**src/rtl/countdown_pkg.sv**
```systemverilog
// countdown_pkg
//   Shared types and helpers for the countdown timer.
//   - state_t : timer FSM states
//   - eff_div : effective prescaler divisor, a divisor of 0 behaves as 1
package countdown_pkg;

    typedef enum logic [1:0] {
        IDLE   = 2'd0,
        RUN    = 2'd1,
        PAUSED = 2'd2,
        DONE   = 2'd3
    } state_t;

    // Divisor arithmetic is carried out at this fixed width so one helper
    // serves every DIV_WIDTH up to 64.
    localparam int DIV_MAX_W = 64;

    function automatic logic [DIV_MAX_W-1:0] eff_div(input logic [DIV_MAX_W-1:0] div);
        return (div == '0) ? DIV_MAX_W'(1) : div;
    endfunction

endpackage

```
**src/rtl/countdown_timer_if.sv**
```systemverilog
// countdown_timer_if
//   Control/status bundle of the countdown timer.
//   master : drives load/load_value/start/pause/tick_div, observes status
//   slave  : the timer; drives remaining/running/expired/expire_pulse
interface countdown_timer_if #(
    parameter int WIDTH     = 32,
    parameter int DIV_WIDTH = 32
);
    logic                 load;
    logic [WIDTH-1:0]     load_value;
    logic                 start;
    logic                 pause;
    logic [DIV_WIDTH-1:0] tick_div;
    logic [WIDTH-1:0]     remaining;
    logic                 running;
    logic                 expired;
    logic                 expire_pulse;

    modport master (
        output load, load_value, start, pause, tick_div,
        input  remaining, running, expired, expire_pulse
    );

    modport slave (
        input  load, load_value, start, pause, tick_div,
        output remaining, running, expired, expire_pulse
    );
endinterface

```
**src/rtl/tick_gen.sv**
```systemverilog
// tick_gen
//   Prescaler for the countdown timer. Counts CLK cycles while advance_i is
//   high and emits a one-cycle tick when the count has reached eff_div-1.
//   Ports:
//     CLK, RESET  : clock, synchronous active-high reset
//     clear_i     : force the count back to 0 (load)
//     advance_i   : count this cycle; count is held when low
//     tick_div_i  : CLK cycles per tick (0 behaves as 1)
//     tick_o      : tick strobe, only while advancing
module tick_gen
    import countdown_pkg::*;
#(
    parameter int DIV_WIDTH = 32
) (
    input  logic                 CLK,
    input  logic                 RESET,
    input  logic                 clear_i,
    input  logic                 advance_i,
    input  logic [DIV_WIDTH-1:0] tick_div_i,
    output logic                 tick_o
);
    logic [DIV_WIDTH-1:0] count_q, count_d;
    logic                 due;

    // >= rather than == so a divisor lowered mid-run below the current
    // phase fires on the next advancing cycle instead of wrapping around.
    assign due    = DIV_MAX_W'(count_q) >= (eff_div(DIV_MAX_W'(tick_div_i)) - DIV_MAX_W'(1));
    assign tick_o = advance_i & ~clear_i & due;

    always_comb begin
        count_d = count_q;
        if (clear_i)
            count_d = '0;
        else if (advance_i)
            count_d = due ? '0 : count_q + DIV_WIDTH'(1);
    end

    always_ff @(posedge CLK) begin
        if (RESET)
            count_q <= '0;
        else
            count_q <= count_d;
    end

endmodule

```
**src/rtl/countdown_timer.sv**
```systemverilog
// countdown_timer
//   Loadable down-counting seconds timer. A prescaler (tick_gen) divides CLK
//   into ticks; each tick in RUN decrements the remaining count. Reaching 0
//   enters DONE, signalled as a level (expired) and a one-cycle strobe
//   (expire_pulse).
//   Ports:
//     CLK, RESET : clock, synchronous active-high reset
//     bus        : countdown_timer_if.slave
//                  in : load, load_value, start, pause, tick_div
//                  out: remaining, running, expired, expire_pulse (registered)
module countdown_timer
    import countdown_pkg::*;
#(
    parameter int WIDTH     = 32,
    parameter int DIV_WIDTH = 32
) (
    input  logic               CLK,
    input  logic               RESET,
    countdown_timer_if.slave   bus
);
    state_t           state_q, state_d;
    logic [WIDTH-1:0] remaining_q, remaining_d;
    logic             running_q, running_d;
    logic             expired_q, expired_d;
    logic             pulse_q, pulse_d;

    logic             advance;
    logic             tick;

    // Pause wins over a due tick, and load overrides everything, so neither
    // may advance the prescaler.
    assign advance = (state_q == RUN) & ~bus.pause & ~bus.load;

    tick_gen #(
        .DIV_WIDTH (DIV_WIDTH)
    ) u_tick_gen (
        .CLK        (CLK),
        .RESET      (RESET),
        .clear_i    (bus.load),
        .advance_i  (advance),
        .tick_div_i (bus.tick_div),
        .tick_o     (tick)
    );

    always_comb begin
        state_d     = state_q;
        remaining_d = remaining_q;
        pulse_d     = 1'b0;

        if (bus.load) begin
            state_d     = IDLE;
            remaining_d = bus.load_value;
        end else begin
            case (state_q)
                IDLE: begin
                    if (bus.start) begin
                        if (remaining_q == '0) begin
                            state_d = DONE;
                            pulse_d = 1'b1;
                        end else begin
                            state_d = RUN;
                        end
                    end
                end
                RUN: begin
                    if (bus.pause) begin
                        state_d = PAUSED;
                    end else if (tick) begin
                        remaining_d = remaining_q - WIDTH'(1);
                        // DONE lands on the same edge remaining hits 0, so
                        // remaining can never be decremented from 0.
                        if (remaining_q == WIDTH'(1)) begin
                            state_d = DONE;
                            pulse_d = 1'b1;
                        end
                    end
                end
                PAUSED: begin
                    if (bus.start && !bus.pause)
                        state_d = RUN;
                end
                DONE: begin
                end
                default: state_d = IDLE;
            endcase
        end

        // Status levels are registered alongside the state they describe.
        running_d = (state_d == RUN);
        expired_d = (state_d == DONE);
    end

    always_ff @(posedge CLK) begin
        if (RESET) begin
            state_q     <= IDLE;
            remaining_q <= '0;
            running_q   <= 1'b0;
            expired_q   <= 1'b0;
            pulse_q     <= 1'b0;
        end else begin
            state_q     <= state_d;
            remaining_q <= remaining_d;
            running_q   <= running_d;
            expired_q   <= expired_d;
            pulse_q     <= pulse_d;
        end
    end

    assign bus.remaining    = remaining_q;
    assign bus.running      = running_q;
    assign bus.expired      = expired_q;
    assign bus.expire_pulse = pulse_q;

endmodule

```
**src/flat_wrapper.sv**
```systemverilog
// flat-port wrapper written by rule: the top's interface ports become plain ports
module countdown_timer_flat import countdown_pkg::*;
#(
    parameter int WIDTH     = 32,
    parameter int DIV_WIDTH = 32
)
  (CLK, RESET, bus_load, bus_load_value, bus_start, bus_pause, bus_tick_div, bus_remaining, bus_running, bus_expired, bus_expire_pulse);
  countdown_timer_if #(.WIDTH(WIDTH), .DIV_WIDTH(DIV_WIDTH)) bus_i ();
  input  logic CLK;
  input  logic RESET;
  input wire logic [$bits(bus_i.load)-1:0] bus_load;
  input wire logic [$bits(bus_i.load_value)-1:0] bus_load_value;
  input wire logic [$bits(bus_i.start)-1:0] bus_start;
  input wire logic [$bits(bus_i.pause)-1:0] bus_pause;
  input wire logic [$bits(bus_i.tick_div)-1:0] bus_tick_div;
  output wire logic [$bits(bus_i.remaining)-1:0] bus_remaining;
  output wire logic [$bits(bus_i.running)-1:0] bus_running;
  output wire logic [$bits(bus_i.expired)-1:0] bus_expired;
  output wire logic [$bits(bus_i.expire_pulse)-1:0] bus_expire_pulse;
  assign bus_i.load = bus_load;
  assign bus_i.load_value = bus_load_value;
  assign bus_i.start = bus_start;
  assign bus_i.pause = bus_pause;
  assign bus_i.tick_div = bus_tick_div;
  assign bus_remaining = bus_i.remaining;
  assign bus_running = bus_i.running;
  assign bus_expired = bus_i.expired;
  assign bus_expire_pulse = bus_i.expire_pulse;
  countdown_timer #(.WIDTH(WIDTH), .DIV_WIDTH(DIV_WIDTH)) u_core (.CLK(CLK), .RESET(RESET), .bus(bus_i));
endmodule
```
**config.mk**
```make
export PLATFORM = sky130hd
export DESIGN_NAME = countdown_timer_flat
export DESIGN_NICKNAME = d
export VERILOG_FILES = /design/src/rtl/countdown_pkg.sv /design/src/rtl/countdown_timer_if.sv /design/src/rtl/tick_gen.sv /design/src/rtl/countdown_timer.sv /design/src/flat_wrapper.sv
export SDC_FILE = /design/constraint.sdc
export NUM_CORES = 1
export LEC_CHECK = 0
export CORE_MARGIN = 2
export CORE_UTILIZATION = 25
export CTS_CLUSTER_SIZE = 10
export DETAILED_ROUTE_END_ITERATION = 7
export HOLD_SLACK_MARGIN = 0.03
export SLEW_MARGIN = 20
export SYNTH_ARGS = -nofsm -noshare
export SYNTH_HDL_FRONTEND = slang
export SYNTH_SLANG_ARGS = --single-unit
```
**constraint.sdc**
```tcl
create_clock -name CLK -period 14 [get_ports CLK]
set_input_delay 2.1 -clock CLK [delete_from_list [all_inputs] [get_ports CLK]]
set_output_delay 2.1 -clock CLK [all_outputs]
set_load 0.01 [all_outputs]
```
==> summary.txt, run 1 <==
Timing
  • Worst slew pin tran: between 1000 and 1500 ps
  • Period utilization: 0.586
  • Pins Over Slew Limit: 0
  • Achievable frequency: between 100 and 150 MHz
  • Slew HR: 0.318
  • RSZ-0062 raised after global routing: false
  • Clock skew: 10.1 ps
  • Final Setup Violations: 0
  • TNS Setup: 0 ps
  • Final Hold Viols: 0
  • Min cycle time layout: between 8000 and 9000 ps

Clock tree
  • CTS Sinks: 69
  • Clock Pin Slew Worst Setup and Hold Paths: roughly 50 ps
  • CTS tree: built
  • Post-CTS sizing: 0
  • Post-CTS setup buffer count: 0
  • Clock root buffer: clkbuf_16
  • # hold bufs at CTS: 0
  • H-tree depth: 3
  • Clk_lat worst skew: roughly 340 ps
  • Num CTS Buffers: 9
  • Max Root-Sink Buffers: 2

Route
  • Average routed wire per standard cell: about 15 microns
  • Routed wire length: approximately 14 mm
  • Via density: a little under 5
  • Drc violations: 0
  • Initial DRC count: between 200 and 250
  • Vias post-DR: ~4700
  • DR pass1 iterations: 4
  • Routed Antenna Nets: 0

Pwr
  • Logic pwr share: 0.174
  • PD cells: 79.4 nW/um^2
  • P_sw: between 100 and 150 uW
  • Switching Share: 0.275
  • Cell Int Power: between 300 and 400 uW
  • Leak: about 0.0022 uW
  • Maximum vdd drop: 0.0493 mV
  • Sequential share of power: 0.417
  • Final Power: just over 500 uW
  • Clk pwr share: 0.409

Place
  • Gpl congestion: 0.833
  • Post-DP HPWL: approximately 11 mm
  • Number of buffers added on ports: slightly above 100

Worst setup path
  • Worst r2r dst: u_core.u_tick_gen.count_q[17]
  • Critical Path RT: between 10000 and 15000 ps
  • Critical Path Fanout Max: 51
  • Critical path depth: 18
  • R2R Path Start: u_core.u_tick_gen.count_q[0]
  • Startpoint Class: input port
  • WP data arrival: 8450 ps
  • Crit path kind: in -> reg
  • Top cell family by delay on the critical path: simple AND/OR/NAND/NOR gates
  • Crit. End Element: flop
  • Reg2Reg Depth: 9
  • Critical Path Slowest Stage Cell: nand2_1
  • CP Buf/Inv Count: 1
  • Cells along the critical path: clkdlybuf4s50_1, nor4_1, nand3_1, nor3_1, a31oi_1, ha_1, nor4b_1, nand4b_2, nor4_1, xnor2_1, ha_1, a21oi_1, nand2_1, a221oi_1, a21oi_1, nor2_4, nand2_1, nor2_1
  • R2r setup slk: roughly 10000 ps
  • Crit-path max cell delay: 880 ps

Logic synthesis
  • Synthesized Nets: between 700 and 800
  • Top-count cell post-synth: nor2_1
  • Post-synth top area share: 0.285
  • Synthesis warning total: 0
  • Post-synthesis instance total: approximately 600
  • Cell taking the most area after synthesis: dfxtp_1
  • Main synth FF type: dfxtp_1
  • EDFF count, synth: 0
  • Post-synth cell types: 60
  • Synth Register Bits: 69
  • FFs w/ async S/R, synth: 0
  • Avg Inst Size Synth: about 8.1 sq um
  • Top cells by count, synth: 91 x nor2_1, 69 x dfxtp_1, 47 x nand2_1
  • Synth Cell Area: between 4000 and 5000 sq um
  • Sequential area share after synthesis: 0.285
  • Top cells by area, synth: dfxtp_1 28%, ha_1 9.3%, nor2_1 7.0%

Run
  • Max-Cap Viols: 0

Floorplan
  • Die ar.: between 20000 and 25000 sq um
  • Die W: 143 microns
  • Ports: 104
  • Area of the core: approximately 19000 sq um
  • Die H: around 140 microns
  • Row count: 50
  • Initial core utilization: 0.257

Global routing
  • Largest net degree at the start of global routing: between 50 and 60
  • All-Layer GR Usage: 0.136
  • GRT overflow: 0
  • Vias in the first global route: 4272
  • Initial antenna violation count: 0
  • First-pass GRT wire length: approximately 22 mm

Finish
  • # diodes: 0
  • Filler cells: a little over 2000
  • Fin nets: around 800
  • Share of cells above drive strength 1: 0.0445
  • Area Growth Syn to Fin: 31.7%

Min path
  • Hold path depth: 2
  • Worst hold start: u_core.bus.remaining[6]
  • Hold Crit Endpoint: u_core.bus.remaining[6]
  • Hold Crit Class: reg -> reg

Status
  • Status: finished clean
## worst max path at each step
stage                                start                             to  slack (ps)
after floorplan           bus_tick_div[17]       u_core.bus.remaining[19]        7690
after global placement    bus_tick_div[14]   u_core.u_tick_gen.count_q[4]        5530
after detailed placement  bus_tick_div[14]   u_core.u_tick_gen.count_q[0]        5390
after CTS                 bus_tick_div[14]  u_core.u_tick_gen.count_q[14]        5700
after global routing      bus_tick_div[14]  u_core.u_tick_gen.count_q[11]        5050
final                     bus_tick_div[14]  u_core.u_tick_gen.count_q[17]        5800
## through the flow
step                      worst slack (ps)  instances  cell area (sq um)   util  hold slack (ps)
after floorplan                       7690        599               4850      -              462
after CTS                             5700        957               6390  0.338              515
after global placement                5530        941               6120  0.324              494
after detailed placement              5390        941               6120  0.324              508
after global routing                  5050        957               6390  0.338              538
final                                 5800        957               6390  0.338              516
## cell usage in the layout (no fill, tap or decap), drive strengths merged, types with 12 or more instances in the layout
cell type / count
or4: 16
nand2: 47
xor2: 31
nor2: 92
nor3: 17
nand4: 16
inv: 15
o21ai: 15
or3: 13
a21oi: 17
dfxtp: 69
nor4: 12
xnor2: 34
clkdlybuf4s50: 103
ha: 36
a311oi: 16
nand3: 14
## sequential cells by signal, indices dropped and copies added (netlist names)
register                   cells
u_core.bus.expire_pulse        1
u_core.bus.expired             1
u_core.bus.remaining          32
u_core.bus.running             1
u_core.state_q                 2
u_core.u_tick_gen.count_q     32
## metal layers
metal	wire (microns)	share of wire	GRT usage
met1	6820	0.48	0.189
met2	6530	0.46	0.216
met3	599	0.043	0.0243
met4	123	0.0087	0.0356
met5	0	0	0
## worst min-delay path, stage by stage (launching register included)
cell and delay [ps]:
dfxtp_1 340, nand2_1 60, o22ai_1 60
## cells by family after synthesis
| kind of cell | count (synthesis) | share of synthesized area |
|---|---|---|
| AND/OR/NAND/NOR | 282 | 0.306 |
| AO/OA/AOI/OAI | 105 | 0.161 |
| flip-flops | 69 | 0.285 |
| XOR/XNOR | 65 | 0.117 |
| buffers and inverters | 41 | 0.0359 |
| adder cells (fa/ha/maj) | 36 | 0.0929 |
| multiplexers | 1 | 0.00206 |
## layout make-up
cell class                      count  area (sq um)  share of cell area
Tap cell                          260           325              0.0509
Clock buffer                        9           225              0.0353
Timing Repair Buffer              106          1050               0.165
Inverter                           17          63.8             0.00999
Clock inverter                      7          42.5             0.00666
Sequential cell                    69          1380               0.216
Multi-Input combinational cell    489          3300               0.516
## power groups by stage
stage	logic (uW)	registers [uW]	clock network [uW]
floorplan	39.3	216	0
global placement	88.0	216	0
detailed placement	88.4	216	0
CTS	89.0	211	212
global route	97.0	212	219
finish	88.2	211	208
No activity file was read; power rests on OpenSTA's default activity.
==> run 2, diff against run 1 <==
==> constraint.sdc (replaced) <==
create_clock -name CLK -period 6.6 [get_ports CLK]
set_input_delay 0.99 -clock CLK [delete_from_list [all_inputs] [get_ports CLK]]
set_output_delay 0.99 -clock CLK [all_outputs]
set_load 0.01 [all_outputs]
==> run 2 against run 1 <==
Against the previous run:
- wire length rose by 2.2%
- clock-buffer cell count did not move
- utilization rose by 0.62 points
- first-iteration DRC count fell by 4.4%
- global-route usage rose by 0.56 points
- die area did not move
- critical path depth rose by 1
- worst hold slack improved by 2.0 ps
- register-to-register slack got worse by 6800 ps
- cell area rose by 1.8%
- sequential power rose by 110%
- worst setup slack got worse by 5100 ps
- largest cell class unchanged
==> summary.txt, run 2 (synthesis results as in run 1) <==
Global routing
  • All-Layer GR Usage: 0.141 (+0.00561)
  • Largest net degree at the start of global routing: 52 (unchanged)
  • GRT overflow: 0 (unchanged)
  • First-pass GRT wire length: 22.9 mm (+3.5%)
  • Initial antenna violation count: 0 (unchanged)
  • Vias in the first global route: 4432 (+3.7%)

Place
  • Number of buffers added on ports: 103 (unchanged)
  • Post-DP HPWL: 10.9 mm (+2.9%)
  • Gpl congestion: 0.813 (-2.4%)
  • DP Cell Count: 951 (+1.1%)

Finish
  • Fin cells: 967 (+1.0%)
  • Commonest non-fill, non-tap cell in the layout: clkdlybuf4s50_1
  • Fin nets: 807 (+1.3%)
  • Commonest cells after routing, fill and taps aside: 103 x clkdlybuf4s50_1, 91 x nor2_1, 69 x dfxtp_1
  • Filler cells: 1993 (-1.1%)
  • Share of cells above drive strength 1: 0.0580 (+0.0135)
  • Area Growth Syn to Fin: 34.1%
  • # diodes: 0 (unchanged)

Route
  • Initial DRC count: 215 (-4.4%)
  • Average routed wire per standard cell: 14.9 microns (+1.1%)
  • Routed wire length: 14.4 mm (+2.2%)
  • Via density: 4.87 (-1.0%)
  • Drc violations: 0 (unchanged)
  • Vias post-DR: 4709 (unchanged)
  • DR pass1 iterations: 5 (+1)
  • Routed Antenna Nets: 0 (unchanged)

Worst setup path
  • Worst r2r dst: u_core.bus.remaining[21]
  • Reg2Reg Depth: 8 (-1)
  • Crit path kind: in -> reg
  • WP data arrival: 6180 ps (-2270 ps)
  • Critical Path RT: 6870 ps (-7380 ps)
  • Critical Path Fanout Max: 51 (unchanged)
  • Startpoint Class: input port
  • Crit. End Element: flop
  • R2r setup slk: 3430 ps (-6770 ps)
  • R2R Path Start: u_core.u_tick_gen.count_q[13]
  • Cells along the critical path: clkdlybuf4s50_1, nor4_1, nand3b_1, nor3_1, a31oi_1, ha_1, nor4b_1, nand4b_2, nor4_1, xnor2_1, ha_1, a21oi_1, nand2_1, a221oi_1, a21oi_1, nor2_4, nand2_1, buf_4, nor2_1
  • Critical Path Slowest Stage Cell: nor2_4
  • Crit-path max cell delay: 830 ps (-50 ps)

Timing
  • Final Setup Violations: 0 (unchanged)
  • Achievable frequency: 169 MHz
  • TNS Setup: 0 ps (unchanged)
  • Fin Hold WS: 518 ps (+2.04 ps)
  • Clock skew: 14.7 ps (+4.61 ps)
  • Slew HR: 0.304 (-0.0145)
  • RSZ-0062 raised after global routing: false
  • Period utilization: 0.895
  • Worst slew pin tran: 1040 ps (+21.6 ps)
  • Final Hold Viols: 0 (unchanged)
  • Min cycle time layout: approximately 6000 ps
  • Pins Over Slew Limit: 0 (unchanged)

Clock tree
  • # hold bufs at CTS: 0 (unchanged)
  • CTS Sinks: 69 (unchanged)
  • Clk_lat worst skew: 350 ps (about the same)
  • Clock Pin Slew Worst Setup and Hold Paths: 60 ps (about the same)
  • CTS tree: built
  • Max Root-Sink Buffers: 2 (unchanged)
  • H-tree depth: 3 (unchanged)
  • Clock root buffer: clkbuf_16
  • Post-CTS sizing: 0 (unchanged)
  • Num CTS Buffers: 9 (unchanged)
  • Post-CTS setup buffer count: 0 (unchanged)

Floorplan
  • Ports: 104 (unchanged)
  • Die W: 143 microns (unchanged)
  • Die H: 143 microns (unchanged)
  • Initial core utilization: 0.257 (unchanged)
  • Row count: 50 (unchanged)
  • Area of the core: 18900 sq um (unchanged)
  • Die ar.: 20500 sq um (unchanged)

Pwr
  • PD cells: 176 nW/um^2 (+120%)
  • Final Power: 1140 uW (+130%)
  • Maximum vdd drop: 0.103 mV (+110%)
  • Leak: 0.00223 uW (+3.1%)

Min path
  • Hold path depth: 2 (unchanged)
  • Worst hold start: u_core.bus.remaining[3]
  • Hold Crit Class: reg -> reg
  • Hold Crit Endpoint: u_core.bus.remaining[3]

Status
  • Status: finished clean

Run
  • Max-Cap Viols: 0 (unchanged)
[run 2: cell count changes in the layout (fill, tap and decap cells not counted)]
cell | before | now
bufinv_16 | 0 | 1
clkinv_4 | 0 | 3
clkinvlp_4 | 3 | 1
inv_6 | 0 | 1
clkinv_2 | 4 | 0
inv_8 | 0 | 1
buf_4 | 3 | 13
[run 2: worst max-delay path: cells and delay by family]
family / cells / cell delay, ps
and+or+nand+nor: 10 / 2630
AOI/OAI and AO/OA: 4 / 940
buffers and inverters: 2 / 840
adders and majority gates: 2 / 600
xor gates and xnor gates: 1 / 170
[run 2: cell type report]
type                    instances  area [sq um]  share of cell area
flip-flops and latches         69          1380               0.212
repair buffers                116          1130               0.174
clock buffers                   9           225              0.0346
multi-input cells             489          3300               0.507
clock inverters                 7          83.8              0.0129
inverters                      17          63.8             0.00981
well taps                     260           325              0.0500
[run 2: how the worst max path moves through the flow]
stage | from | to | depth (start not counted)
floorplan | bus_tick_div[17] | u_core.bus.remaining[19] | 17
global placement | bus_tick_div[17] | u_core.bus.remaining[19] | 17
detailed placement | bus_tick_div[24] | u_core.u_tick_gen.count_q[22] | 19
CTS | bus_tick_div[24] | u_core.u_tick_gen.count_q[10] | 19
global route | bus_tick_div[24] | u_core.u_tick_gen.count_q[11] | 19
finish | bus_tick_div[24] | u_core.u_tick_gen.count_q[22] | 19
[run 2: metal layers]
layer	up-vias	GRT usage	wire length, microns
li1	2420	-	-
met1	2204	0.186	6890
met2	78	0.235	6810
met3	7	0.0333	565
met4	0	0.0325	115
met5	-	0	0
[run 2: where the power goes]
group	leakage [uW]	switching [uW]	total, uW	internal [uW]
Clock	0.000148	208	507	299
Sequential	0.000564	17.2	448	431
Combinational	0.00152	89.1	188	98.7
Total	0.00223	314	1140	828
[run 2: stage by stage]
step,setup WS (ps),util,area (sq um)
after global routing,125,0.344,6500
final,692,0.344,6500
after CTS,688,0.344,6500
after detailed placement,391,0.328,6190
after floorplan,1400,-,4850
after global placement,451,0.328,6190
